==> src/rtl/spi_master.sv <==
`timescale 1ns/1ps
`default_nettype none
// ============================================================================
//  Module   : spi_master
//  Purpose  : SPI mode-0 (CPOL=0, CPHA=0) master. It generates sclk from clk,
//             shifts out one DATA_WIDTH-bit word per transaction and returns
//             the word captured from miso. Each transaction is controlled by
//             a start/busy/done handshake.
//  Revision : 1.0 - initial release
// ----------------------------------------------------------------------------
//  Parameters
//    DATA_WIDTH : bits per transaction (>= 2)
//    CLK_DIV    : sclk half-period in clk cycles (>= 2)
//  Ports
//    clk      in   system clock, rising edge
//    reset_n  in   asynchronous active-low reset
//    start    in   transaction request, sampled when the master can accept
//    tx_data  in   word to send, latched on the accepting edge
//    busy     out  high from acceptance to the end of the inter-frame gap
//    done     out  one-cycle pulse when rx_data is updated
//    rx_data  out  last received word, held until the next done
//    ss       out  slave select, active low
//    sclk     out  serial clock, idles low
//    mosi     out  serial data out
//    miso     in   serial data in (slave runs on clk, no synchronizer)
//  Configuration
//    SPI_MASTER_LSB_FIRST_EN : defined -> LSB first; undefined -> MSB first
// ============================================================================
module spi_master #(
  parameter int DATA_WIDTH = 8,
  parameter int CLK_DIV    = 4
) (
  input  logic                  clk,
  input  logic                  reset_n,
  input  logic                  start,
  input  logic [DATA_WIDTH-1:0] tx_data,
  output logic                  busy,
  output logic                  done,
  output logic [DATA_WIDTH-1:0] rx_data,
  output logic                  ss,
  output logic                  sclk,
  output logic                  mosi,
  input  logic                  miso
);

  localparam int c_cnt_w  = $clog2(CLK_DIV);
  localparam int c_bits_w = $clog2(DATA_WIDTH + 1);

  localparam logic [c_cnt_w-1:0]  c_cnt_one  = c_cnt_w'(1);
  localparam logic [c_cnt_w-1:0]  c_cnt_last = c_cnt_w'(CLK_DIV - 1);
  localparam logic [c_bits_w-1:0] c_bits_one  = c_bits_w'(1);
  localparam logic [c_bits_w-1:0] c_bits_init = c_bits_w'(DATA_WIDTH);

  typedef enum logic [2:0] {
    S_IDLE     = 3'd0,
    S_SETUP    = 3'd1,
    S_SHIFT_HI = 3'd2,
    S_SHIFT_LO = 3'd3,
    S_GAP      = 3'd4
  } state_t;

  state_t                r_state, w_state;
  logic [c_cnt_w-1:0]    r_cnt, w_cnt;
  logic [c_bits_w-1:0]   r_bits, w_bits;
  logic [DATA_WIDTH-1:0] r_tx, w_tx;
  logic [DATA_WIDTH-1:0] r_rx, w_rx;
  logic [DATA_WIDTH-1:0] r_rx_data, w_rx_data;
  logic                  r_ss, w_ss;
  logic                  r_sclk, w_sclk;
  logic                  r_mosi, w_mosi;
  logic                  r_busy, w_busy;
  logic                  r_done, w_done;
  logic                  w_load;
  logic                  w_half_end;

  // Bit-order dependent views of the shift registers. The TX register is
  // rotated rather than shifted; only the bit at the output end is ever
  // presented, so the wrapped-around bits are never seen on mosi.
  logic                  w_first_bit;
  logic [DATA_WIDTH-1:0] w_tx_rot;
  logic [DATA_WIDTH-1:0] w_rx_shift;

`ifdef SPI_MASTER_LSB_FIRST_EN
  assign w_first_bit = tx_data[0];
  assign w_tx_rot    = {r_tx[0], r_tx[DATA_WIDTH-1:1]};
  assign w_rx_shift  = {miso, r_rx[DATA_WIDTH-1:1]};
`else
  assign w_first_bit = tx_data[DATA_WIDTH-1];
  assign w_tx_rot    = {r_tx[DATA_WIDTH-2:0], r_tx[DATA_WIDTH-1]};
  assign w_rx_shift  = {r_rx[DATA_WIDTH-2:0], miso};
`endif

  // Next bit to present after a falling edge is the new output-end bit.
`ifdef SPI_MASTER_LSB_FIRST_EN
  logic w_next_bit;
  assign w_next_bit = w_tx_rot[0];
`else
  logic w_next_bit;
  assign w_next_bit = w_tx_rot[DATA_WIDTH-1];
`endif

  assign w_half_end = (r_cnt == c_cnt_last);

  always_ff @(posedge clk or negedge reset_n) begin
    if (!reset_n) begin
      r_state   <= S_IDLE;
      r_cnt     <= '0;
      r_bits    <= '0;
      r_tx      <= '0;
      r_rx      <= '0;
      r_rx_data <= '0;
      r_ss      <= 1'b1;
      r_sclk    <= 1'b0;
      r_mosi    <= 1'b0;
      r_busy    <= 1'b0;
      r_done    <= 1'b0;
    end else begin
      r_state   <= w_state;
      r_cnt     <= w_cnt;
      r_bits    <= w_bits;
      r_tx      <= w_tx;
      r_rx      <= w_rx;
      r_rx_data <= w_rx_data;
      r_ss      <= w_ss;
      r_sclk    <= w_sclk;
      r_mosi    <= w_mosi;
      r_busy    <= w_busy;
      r_done    <= w_done;
    end
  end

  always_comb begin
    w_state   = r_state;
    w_cnt     = r_cnt + c_cnt_one;
    w_bits    = r_bits;
    w_tx      = r_tx;
    w_rx      = r_rx;
    w_rx_data = r_rx_data;
    w_ss      = r_ss;
    w_sclk    = r_sclk;
    w_mosi    = r_mosi;
    w_busy    = r_busy;
    w_done    = 1'b0;
    w_load    = 1'b0;

    unique case (r_state)
      S_IDLE: begin
        w_cnt  = '0;
        w_load = start;
      end
      S_SETUP, S_SHIFT_LO: begin
        if (w_half_end) begin
          w_cnt   = '0;
          w_sclk  = 1'b1;
          w_state = S_SHIFT_HI;
        end
      end
      S_SHIFT_HI: begin
        if (w_half_end) begin
          w_cnt  = '0;
          w_sclk = 1'b0;
          w_rx   = w_rx_shift;
          w_bits = r_bits - c_bits_one;
          if (r_bits > c_bits_one) begin
            w_tx    = w_tx_rot;
            w_mosi  = w_next_bit;
            w_state = S_SHIFT_LO;
          end else begin
            w_mosi  = 1'b0;
            w_state = S_GAP;
          end
        end
      end
      S_GAP: begin
        // Two half-periods: ss still low marks the first one, which ends the
        // frame; the second one is the inter-frame gap. A held start is
        // accepted directly at the end of the gap so back-to-back frames
        // leave ss high for exactly one half-period.
        if (w_half_end) begin
          w_cnt = '0;
          if (!r_ss) begin
            w_ss      = 1'b1;
            w_rx_data = r_rx;
            w_done    = 1'b1;
          end else if (start) begin
            w_load = 1'b1;
          end else begin
            w_busy  = 1'b0;
            w_state = S_IDLE;
          end
        end
      end
      default: begin
        w_state = S_IDLE;
      end
    endcase

    if (w_load) begin
      w_state = S_SETUP;
      w_cnt   = '0;
      w_bits  = c_bits_init;
      w_tx    = tx_data;
      w_rx    = '0;
      w_ss    = 1'b0;
      w_sclk  = 1'b0;
      w_busy  = 1'b1;
      w_mosi  = w_first_bit;
    end
  end

  assign busy    = r_busy;
  assign done    = r_done;
  assign rx_data = r_rx_data;
  assign ss      = r_ss;
  assign sclk    = r_sclk;
  assign mosi    = r_mosi;

endmodule
`default_nettype wire
==> config.mk <==
export PLATFORM = sky130hd
export DESIGN_NAME = spi_master
export DESIGN_NICKNAME = d
export VERILOG_FILES = /design/src/rtl/spi_master.sv
export SDC_FILE = /design/constraint.sdc
export NUM_CORES = 1
export LEC_CHECK = 0
export CAP_MARGIN = 20
export CORE_MARGIN = 4
export CORE_UTILIZATION = 25
export DETAILED_ROUTE_END_ITERATION = 7
export GPL_ROUTABILITY_DRIVEN = 0
export HOLD_SLACK_MARGIN = 0.03
export PLACE_DENSITY = 0.49
export SLEW_MARGIN = 20
export SYNTH_ARGS = -nofsm -noshare
export SYNTH_HDL_FRONTEND = slang
export SYNTH_SLANG_ARGS = --single-unit
==> constraint.sdc <==
create_clock -name clk -period 2.55 [get_ports clk]
set_clock_uncertainty 0.15 [all_clocks]
set_input_delay 0.3825 -clock clk [delete_from_list [all_inputs] [get_ports clk]]
set_output_delay 0.3825 -clock clk [all_outputs]
set_load 0.02 [all_outputs]
Word-level counts from Yosys, hierarchy flattened
Index checks and enable logic that the tools add are counted.
{"block": "classes", "n_addsub": 2, "n_lt_le_gt_ge": 1, "n_eq_ne": 12, "muxes": 43, "n_bitwise": 1, "n_reduce_logical": 16}
{"cell": "2-to-1 mux 8 bit", "n": 7}
{"cell": "2-to-1 mux 3 bit", "n": 7}
{"cell": "2-to-1 mux 1 bit", "n": 20}
{"cell": "inequality test 3 bit (second input constant)", "n": 5}
{"cell": "2-to-1 mux 4 bit", "n": 3}
{"cell": "case mux 3 bit (4 select lines)", "n": 1}
{"cell": "nonzero test 2 bit", "n": 5}
{"cell": "AND reduction 3 bit", "n": 3}
{"cell": "== test 3 x 2 -> 1 bit (second input constant)", "n": 2}
{"cell": "AND reduction 6 bit", "n": 1}
{"cell": "> comparator 4 x 1 -> 1 bit (second input constant)", "n": 1}
{"cell": "2-to-1 mux 2 bit", "n": 2}
{"cell": "case mux 1 bit (2 select lines)", "n": 2}
{"cell": "case mux 2 bit (2 select lines)", "n": 1}
{"cell": "AND reduction 2 bit", "n": 2}
{"cell": "AND reduction 4 bit", "n": 1}
{"cell": "OR reduction 4 bit", "n": 1}
{"cell": "subtractor 4 x 1 -> 4 bit (second input constant)", "n": 1}
{"cell": "== test 3 x 1 -> 1 bit (second input constant)", "n": 1}
{"cell": "== test 3 bit (second input constant)", "n": 1}
{"cell": "logical NOT 3 bit", "n": 1}
{"cell": "nonzero test 3 bit", "n": 1}
{"cell": "adder 2 x 1 -> 2 bit (second input constant)", "n": 1}
{"cell": "== test 2 bit (second input constant)", "n": 1}
{"cell": "4 further kinds", "n": 4}
{"block": "totals", "ff_bits": 38, "input_bits": 12, "out_inout_bits": 13}

Longest topological paths before layout
Gate-level depths: netlist (run 1).
{"block": "logic_depth", "ltp_word": 6, "ltp_mapped": 7, "ltp_nobuf": 6}

Worst setup path before layout (run 1)
No wires, ideal clock.
{"block": "synth_path", "path_kind": "reg-to-reg", "start": "register r_ss (netlist: ss)", "end": "register r_tx[7]", "setup_time_ps": 125, "t_arrival_ps": 1947, "required_time_ps": 2275, "setup_slack_ps": 328, "stages_incl_launch_ff": 7, "path_buffers": 2, "period_less_slack_ps": 2222, "cell_sequence": "dfstp_2 clkbuf_1 a21bo_2 and3_1 clkbuf_1 mux2_2 mux2_2"}
{"block": "synth_between", "elab_chain_cells": 5}
{"item": "from (decl)", "line": "68", "source": "logic r_ss, w_ss;"}
{"item": "from (signal assigned)", "line": "124", "source": "r_ss <= w_ss;"}
{"item": "2-to-1 mux 1 bit *", "line": "181", "source": "if (!r_ss) begin"}
{"item": "2-to-1 mux 1 bit *", "line": "179", "source": "if (w_half_end) begin"}
{"item": "case mux 1 bit (2 select lines) *", "line": "146", "source": "unique case (r_state)"}
{"item": "nonzero test 2 bit (no line)"}
{"item": "AND reduction 3 bit (no line)"}
{"item": "to (signal assigned)", "line": "121", "source": "r_tx <= w_tx;"}
{"item": "to (decl)", "line": "65", "source": "logic [DATA_WIDTH-1:0] r_tx, w_tx;"}
Every way passes the cells marked *; elsewhere a longest branch is shown, timed or not.
A chain may end at the register's enable or synchronous reset.

Worst setup path after layout (run 1)
{"block": "layout_path", "start": "register r_cnt[0]", "end": "register r_bits[0]"}
{"block": "layout_between", "elab_chain_cells": 5}
{"item": "from (decl)", "line": "63", "source": "logic [c_cnt_w-1:0] r_cnt, w_cnt;"}
{"item": "from (signal assigned)", "line": "119", "source": "r_cnt <= w_cnt;"}
{"item": "== test 2 bit *", "line": "102", "source": "assign w_half_end = (r_cnt == c_cnt_last);"}
{"item": "2-to-1 mux 1 bit", "line": "179"}
{"item": "case mux 1 bit (2 select lines)", "line": "146"}
{"item": "nonzero test 2 bit (no line)"}
{"item": "AND reduction 2 bit (no line)"}
{"item": "to (signal assigned)", "line": "120", "source": "r_bits <= w_bits;"}
{"item": "to (decl)", "line": "64", "source": "logic [c_bits_w-1:0] r_bits, w_bits;"}
Marks and branches as above.

==> flow_summary.json, run 1 <==
{
  "clk_latency_ns": 0.28,
  "drc": 0,
  "fmax_ghz": 0.4501,
  "cp_cell_sequence": "ha_1 > a21bo_2 > and3_1 > buf_4 > nor2_2 > mux2_2",
  "root_buffer": "clkbuf_8",
  "antenna_found_initial": 0,
  "holdCritPathClass": "primary input to asynchronous set/reset pin",
  "firstDrtPassIters": 4,
  "final_nets": 182,
  "min_period_ns": 2.222,
  "area_growth_syn_to_layout_pct": 24.84,
  "cts_buffers": 5,
  "ys.flop_type": "dfrtp_1",
  "drt-wirelength-per-cell_microns": 14.21,
  "yosysWarningCount": 0,
  "postCtsSetupBuffers": 0,
  "critical_path_class": "register to register",
  "drive_gt1_frac": 0.2560,
  "crit_arrival_ns": 2.30,
  "crit_fanout": 11,
  "hpwl_mm": 2.386,
  "via_per_inst": 4.774,
  "vias": 1184,
  "fin_area_sq_um": 2170,
  "crit_buf_inv": 1,
  "htreeDepth": 2,
  "async_reset_ff_frac": 1.000,
  "synth_edf_count": 0,
  "cts_tree": "done",
  "synth_cells": 142,
  "syn_area_sq_um": 1738,
  "post_dp_cell_area_sq_um": 2063,
  "clk_path_buf_depth": 2,
  "wl_mm": 3.525,
  "port_buffers": 24,
  "setup_viol": 0,
  "grt_max_degree": 39,
  "grt_pass1_vias": 1279,
  "io_pins": 25,
  "worstMarginPinSlew_ns": 0.8594,
  "grt.total_usage": 0.08741,
  "cpPeakStageDelay_ns": 0.39,
  "power_leakage_nw": 1.002,
  "clkSinkCount": 38,
  "antenna_cells": 0,
  "grt_first_pass_wirelength_mm": 5.899,
  "postCtsHoldBufs": 0,
  "finalHoldViolations": 0,
  "hold_ws_ns": 0.05881,
  "rsz0062_at_grt": "false",
  "rows": 30,
  "die_w_microns": 91.38,
  "ir_drop_mv": 0.2742,
  "drv_cap": 0,
  "cp_slowest_cell": "dfrtp_1",
  "drt_iter0_markers": 26,
  "cp-end-kind": "register",
  "ys_seq_area_frac": 0.5479,
  "synth_fp_nets": 157,
  "path_delay_family": "simple AND/OR/NAND/NOR gates",
  "start_util": 0.2572,
  "yosys_register_bits": 38,
  "drtAntennaViolNets": 0,
  "layout_common_cells": "dfrtp_1, mux2_2, clkdlybuf4s50_1",
  "finalCritPeriodShare": 0.8713,
  "total_power_mw": 1.139,
  "slew_violations": 0,
  "dieArea_sq_um": 8349,
  "crit_required_ns": 2.63,
  "critPathLaunchType": "register",
  "status": "complete, no violations",
  "cts.clk_slew.worst_paths_ns": 0.07,
  "avgSynthCellArea_sq_um": 12.24,
  "synth_cell_type_count": 33,
  "core_sq_um": 6756,
  "die_y_microns": 91.38,
  "final_common_cell": "dfrtp_1",
  "fin_util": 0.3211,
  "grt.overflow.total": 0,
  "setup_tns_ns": 0,
  "slew_headroom": 0.4271,
  "power_density_nw_per_um2": 525.1,
  "cts_resized": 0
}
[logic make-up (layout without fill, tap and decap cells)]
group | Yosys count | in the layout | synth area share
AO/OA/AOI/OAI | 30 | 30 | 0.1303
XOR/XNOR | 1 | 1 | 0.005041
adder cells (fa/ha/maj) | 3 | 3 | 0.02160
buffers and inverters | 15 | 41 | 0.03528
flip-flops | 38 | 38 | 0.5479
multiplexers | 26 | 26 | 0.1677
AND/OR/NAND/NOR | 29 | 29 | 0.09215
[Yosys cell counts (3+ instances only)]
cell | n | area share
dfrtp_1 | 37 | 0.53
a21oi_1 | 6 | 0.017
ha_1 | 3 | 0.022
nand2_1 | 5 | 0.011
inv_1 | 6 | 0.013
clkbuf_1 | 5 | 0.011
nand3_1 | 4 | 0.012
mux2_2 | 25 | 0.16
a22o_1 | 10 | 0.050
o21ai_0 | 5 | 0.014
buf_2 | 4 | 0.012
nor2_1 | 6 | 0.013
[area by class of cell]
| class | count | area [sq um] |
|---|---|---|
| clock inverter | 1 | 30.03 |
| sequential | 38 | 952.2 |
| timing repair buffer | 27 | 257.7 |
| fill | 693 | 4587 |
| tap | 80 | 100.1 |
| inverter | 6 | 22.52 |
| clock buffer | 7 | 76.32 |
| multi-input combinational | 89 | 730.7 |
[path summary, 6_finish.rpt]
kind                       cells after the start    endpoint  slack, ns      from
min reg2reg                                    1    r_cnt[0]       0.29  r_cnt[0]
min                                            1        busy       0.06   reset_n
max in group asynchronous                      1  rx_data[5]       1.66   reset_n
max reg2reg                                    6   r_bits[0]       0.33  r_cnt[0]
max                                            6   r_bits[0]       0.33  r_cnt[0]
min in group clk                               1    r_cnt[0]       0.29  r_cnt[0]
[power breakdown]
part / switching, mW / internal [mW] / total (mW) / leakage, nW
logic: 0.0162 / 0.0187 / 0.0348 / 0.461
registers: 0.00421 / 0.607 / 0.612 / 0.489
clock network: 0.200 / 0.293 / 0.493 / 0.0524
total: 0.221 / 0.919 / 1.14 / 1.00
[routing by layer]
layer | wire (microns) | vias up | global-route usage
li1 | - | 563 | -
met1 | 1670 | 592 | 0.1052
met2 | 1668 | 24 | 0.1447
met3 | 146 | 5 | 0.03065
met4 | 39 | 0 | 0.03015
met5 | 0 | - | 0
[through the flow]
step,instances,setup WS (ns)
3_5_place_dp,240,0.1484
5_1_grt,248,0.1603
6_report,248,0.3283
3_3_place_gp,240,0.1611
2_1_floorplan,142,0.3278
4_1_cts,248,0.2988
[sequential cells by signal, indices dropped and copies added (netlist names), 2 cells and up]
| register | count |
|---|---|
| r_rx | 8 |
| r_cnt | 2 |
| r_state | 3 |
| r_tx | 8 |
| rx_data | 8 |
| r_bits | 4 |
(Power assumes the default switching activity.)
==> run 2, diff against run 1 <==
Settings changed: TNS_END_PERCENT set to 100.
Clock period 2.55 ns to 2.3 ns, I/O delays scaled along.
==> flow_summary.json, run 2 (synthesis results as in run 1) <==
{
  "slew_violations": 0,
  "setup_tns_ns": 0,
  "finalHoldViolations": 0,
  "grt_first_pass_wirelength_mm": 6.251,
  "postCtsHoldBufs": 0,
  "power_switching_uw": 258.0,
  "die_y_microns": 91.38,
  "area_growth_syn_to_layout_pct": 25.63,
  "root_buffer": "clkbuf_8",
  "crit_arrival_ns": 2.13,
  "grt.total_usage": 0.09239,
  "dieArea_sq_um": 8349,
  "fin_util": 0.3231,
  "vias": 1178,
  "min_period_ns": 2.113,
  "critPathLaunchType": "register",
  "layout_common_cells": "dfrtp_1, mux2_2, clkdlybuf4s50_1",
  "drt_iter0_markers": 35,
  "clockPowerShare": 0.400,
  "drive_gt1_frac": 0.2865,
  "io_pins": 25,
  "grt_max_degree": 39,
  "drv_cap": 0,
  "wl_mm": 3.531,
  "setup_viol": 0,
  "crit_required_ns": 2.32,
  "total_power_mw": 1.193,
  "grt.overflow.total": 0,
  "core_sq_um": 6756,
  "drc": 0,
  "drtAntennaViolNets": 0,
  "crit_fanout": 10,
  "rows": 30,
  "htreeDepth": 2,
  "start_util": 0.2572,
  "final_nets": 185,
  "grt_pass1_vias": 1299,
  "holdCritPathClass": "primary input to asynchronous set/reset pin",
  "drt-wirelength-per-cell_microns": 14.07,
  "sequentialPowerShare": 0.568,
  "cts.clk_slew.worst_paths_ns": 0.08,
  "hold_ws_ns": 0.01464,
  "comb_power_share": 0.032,
  "hpwl_mm": 2.438,
  "fin_area_sq_um": 2183,
  "rsz0062_at_grt": "false",
  "power_density_nw_per_um2": 546.3,
  "cp-end-kind": "register",
  "p_int_uw": 934.7,
  "post_dp_cell_area_sq_um": 2086,
  "status": "complete, no violations",
  "cts_tree": "done",
  "clk_path_buf_depth": 2,
  "clkSinkCount": 38,
  "antenna_found_initial": 0,
  "fmax_ghz": 0.4733,
  "critical_path.startpoint": "r_state[0]",
  "antenna_cells": 0,
  "die_w_microns": 91.38,
  "power_leakage_nw": 1.009,
  "firstDrtPassIters": 4,
  "via_per_inst": 4.693,
  "cts_buffers": 5,
  "clk_latency_ns": 0.28,
  "cts_resized": 0,
  "postCtsSetupBuffers": 0,
  "finalCritPeriodShare": 0.9186,
  "slew_headroom": 0.4335,
  "ir_drop_mv": 0.3074,
  "critical_path_class": "register to register",
  "worstMarginPinSlew_ns": 0.8498,
  "worstReg2RegStart": "r_state[0]",
  "port_buffers": 24,
  "final_common_cell": "dfrtp_1",
  "switching_share": 0.2163
}
-- run 2: cell types whose count changed in the layout (fill, tap and decap cells not counted) --
cell,before,now
buf_4,3,6
clkinvlp_4,0,1
ha_2,0,1
clkbuf_1,2,0
clkbuf_8,5,6
bufinv_16,1,0
clkinv_2,0,1
ha_1,3,2
-- run 2: area by class of cell --
class                           instances  area [sq um]
Sequential cell                        38         952.2
Fill cell                             681          4573
Multi-Input combinational cell         89         733.2
Tap cell                               80         100.1
Clock buffer                            6         82.58
Inverter                                6         22.52
Timing Repair Buffer                   30         280.3
Clock inverter                          2         12.51
-- run 2: layer usage --
layer  global-route usage  wire, microns
met4              0.02638             27
met1               0.1235           1751
met3              0.03065            137
met2               0.1422           1614
met5                    0              0
-- run 2: power groups by stage --
stage               registers [mW]  clock network (mW)  logic, mW
finish                       0.678               0.477     0.0385
global route                 0.678               0.523     0.0439
global placement             0.691                   0     0.0393
CTS                          0.677               0.497     0.0402
detailed placement           0.691                   0     0.0400
floorplan                    0.689                   0    0.00515
-- run 2: final timing paths --
path                                   to  depth (start not counted)  slack [ns]
worst max register to register    r_tx[7]                          4        0.19
min in group clk                 r_cnt[0]                          1        0.29
worst min-delay path            r_bits[2]                          1        0.01
worst max-delay path              r_tx[7]                          4        0.19
worst min register to register   r_cnt[0]                          1        0.29
max in group asynchronous         r_rx[5]                          1        1.46
-- run 2: critical path, cell delays in order (launching register included) --
cell	delay (ns)
dfrtp_1	0.50
or4b_1	0.55
o211a_2	0.16
a21oi_4	0.26
mux2_2	0.38
-- run 2: stage by stage --
step / cells / setup slack, ns
after global placement: 243 / -0.01806
after CTS: 251 / 0.07800
after detailed placement: 243 / -0.04414
after global routing: 251 / 0.05873
after floorplan: 142 / 0.07784
final: 251 / 0.1871
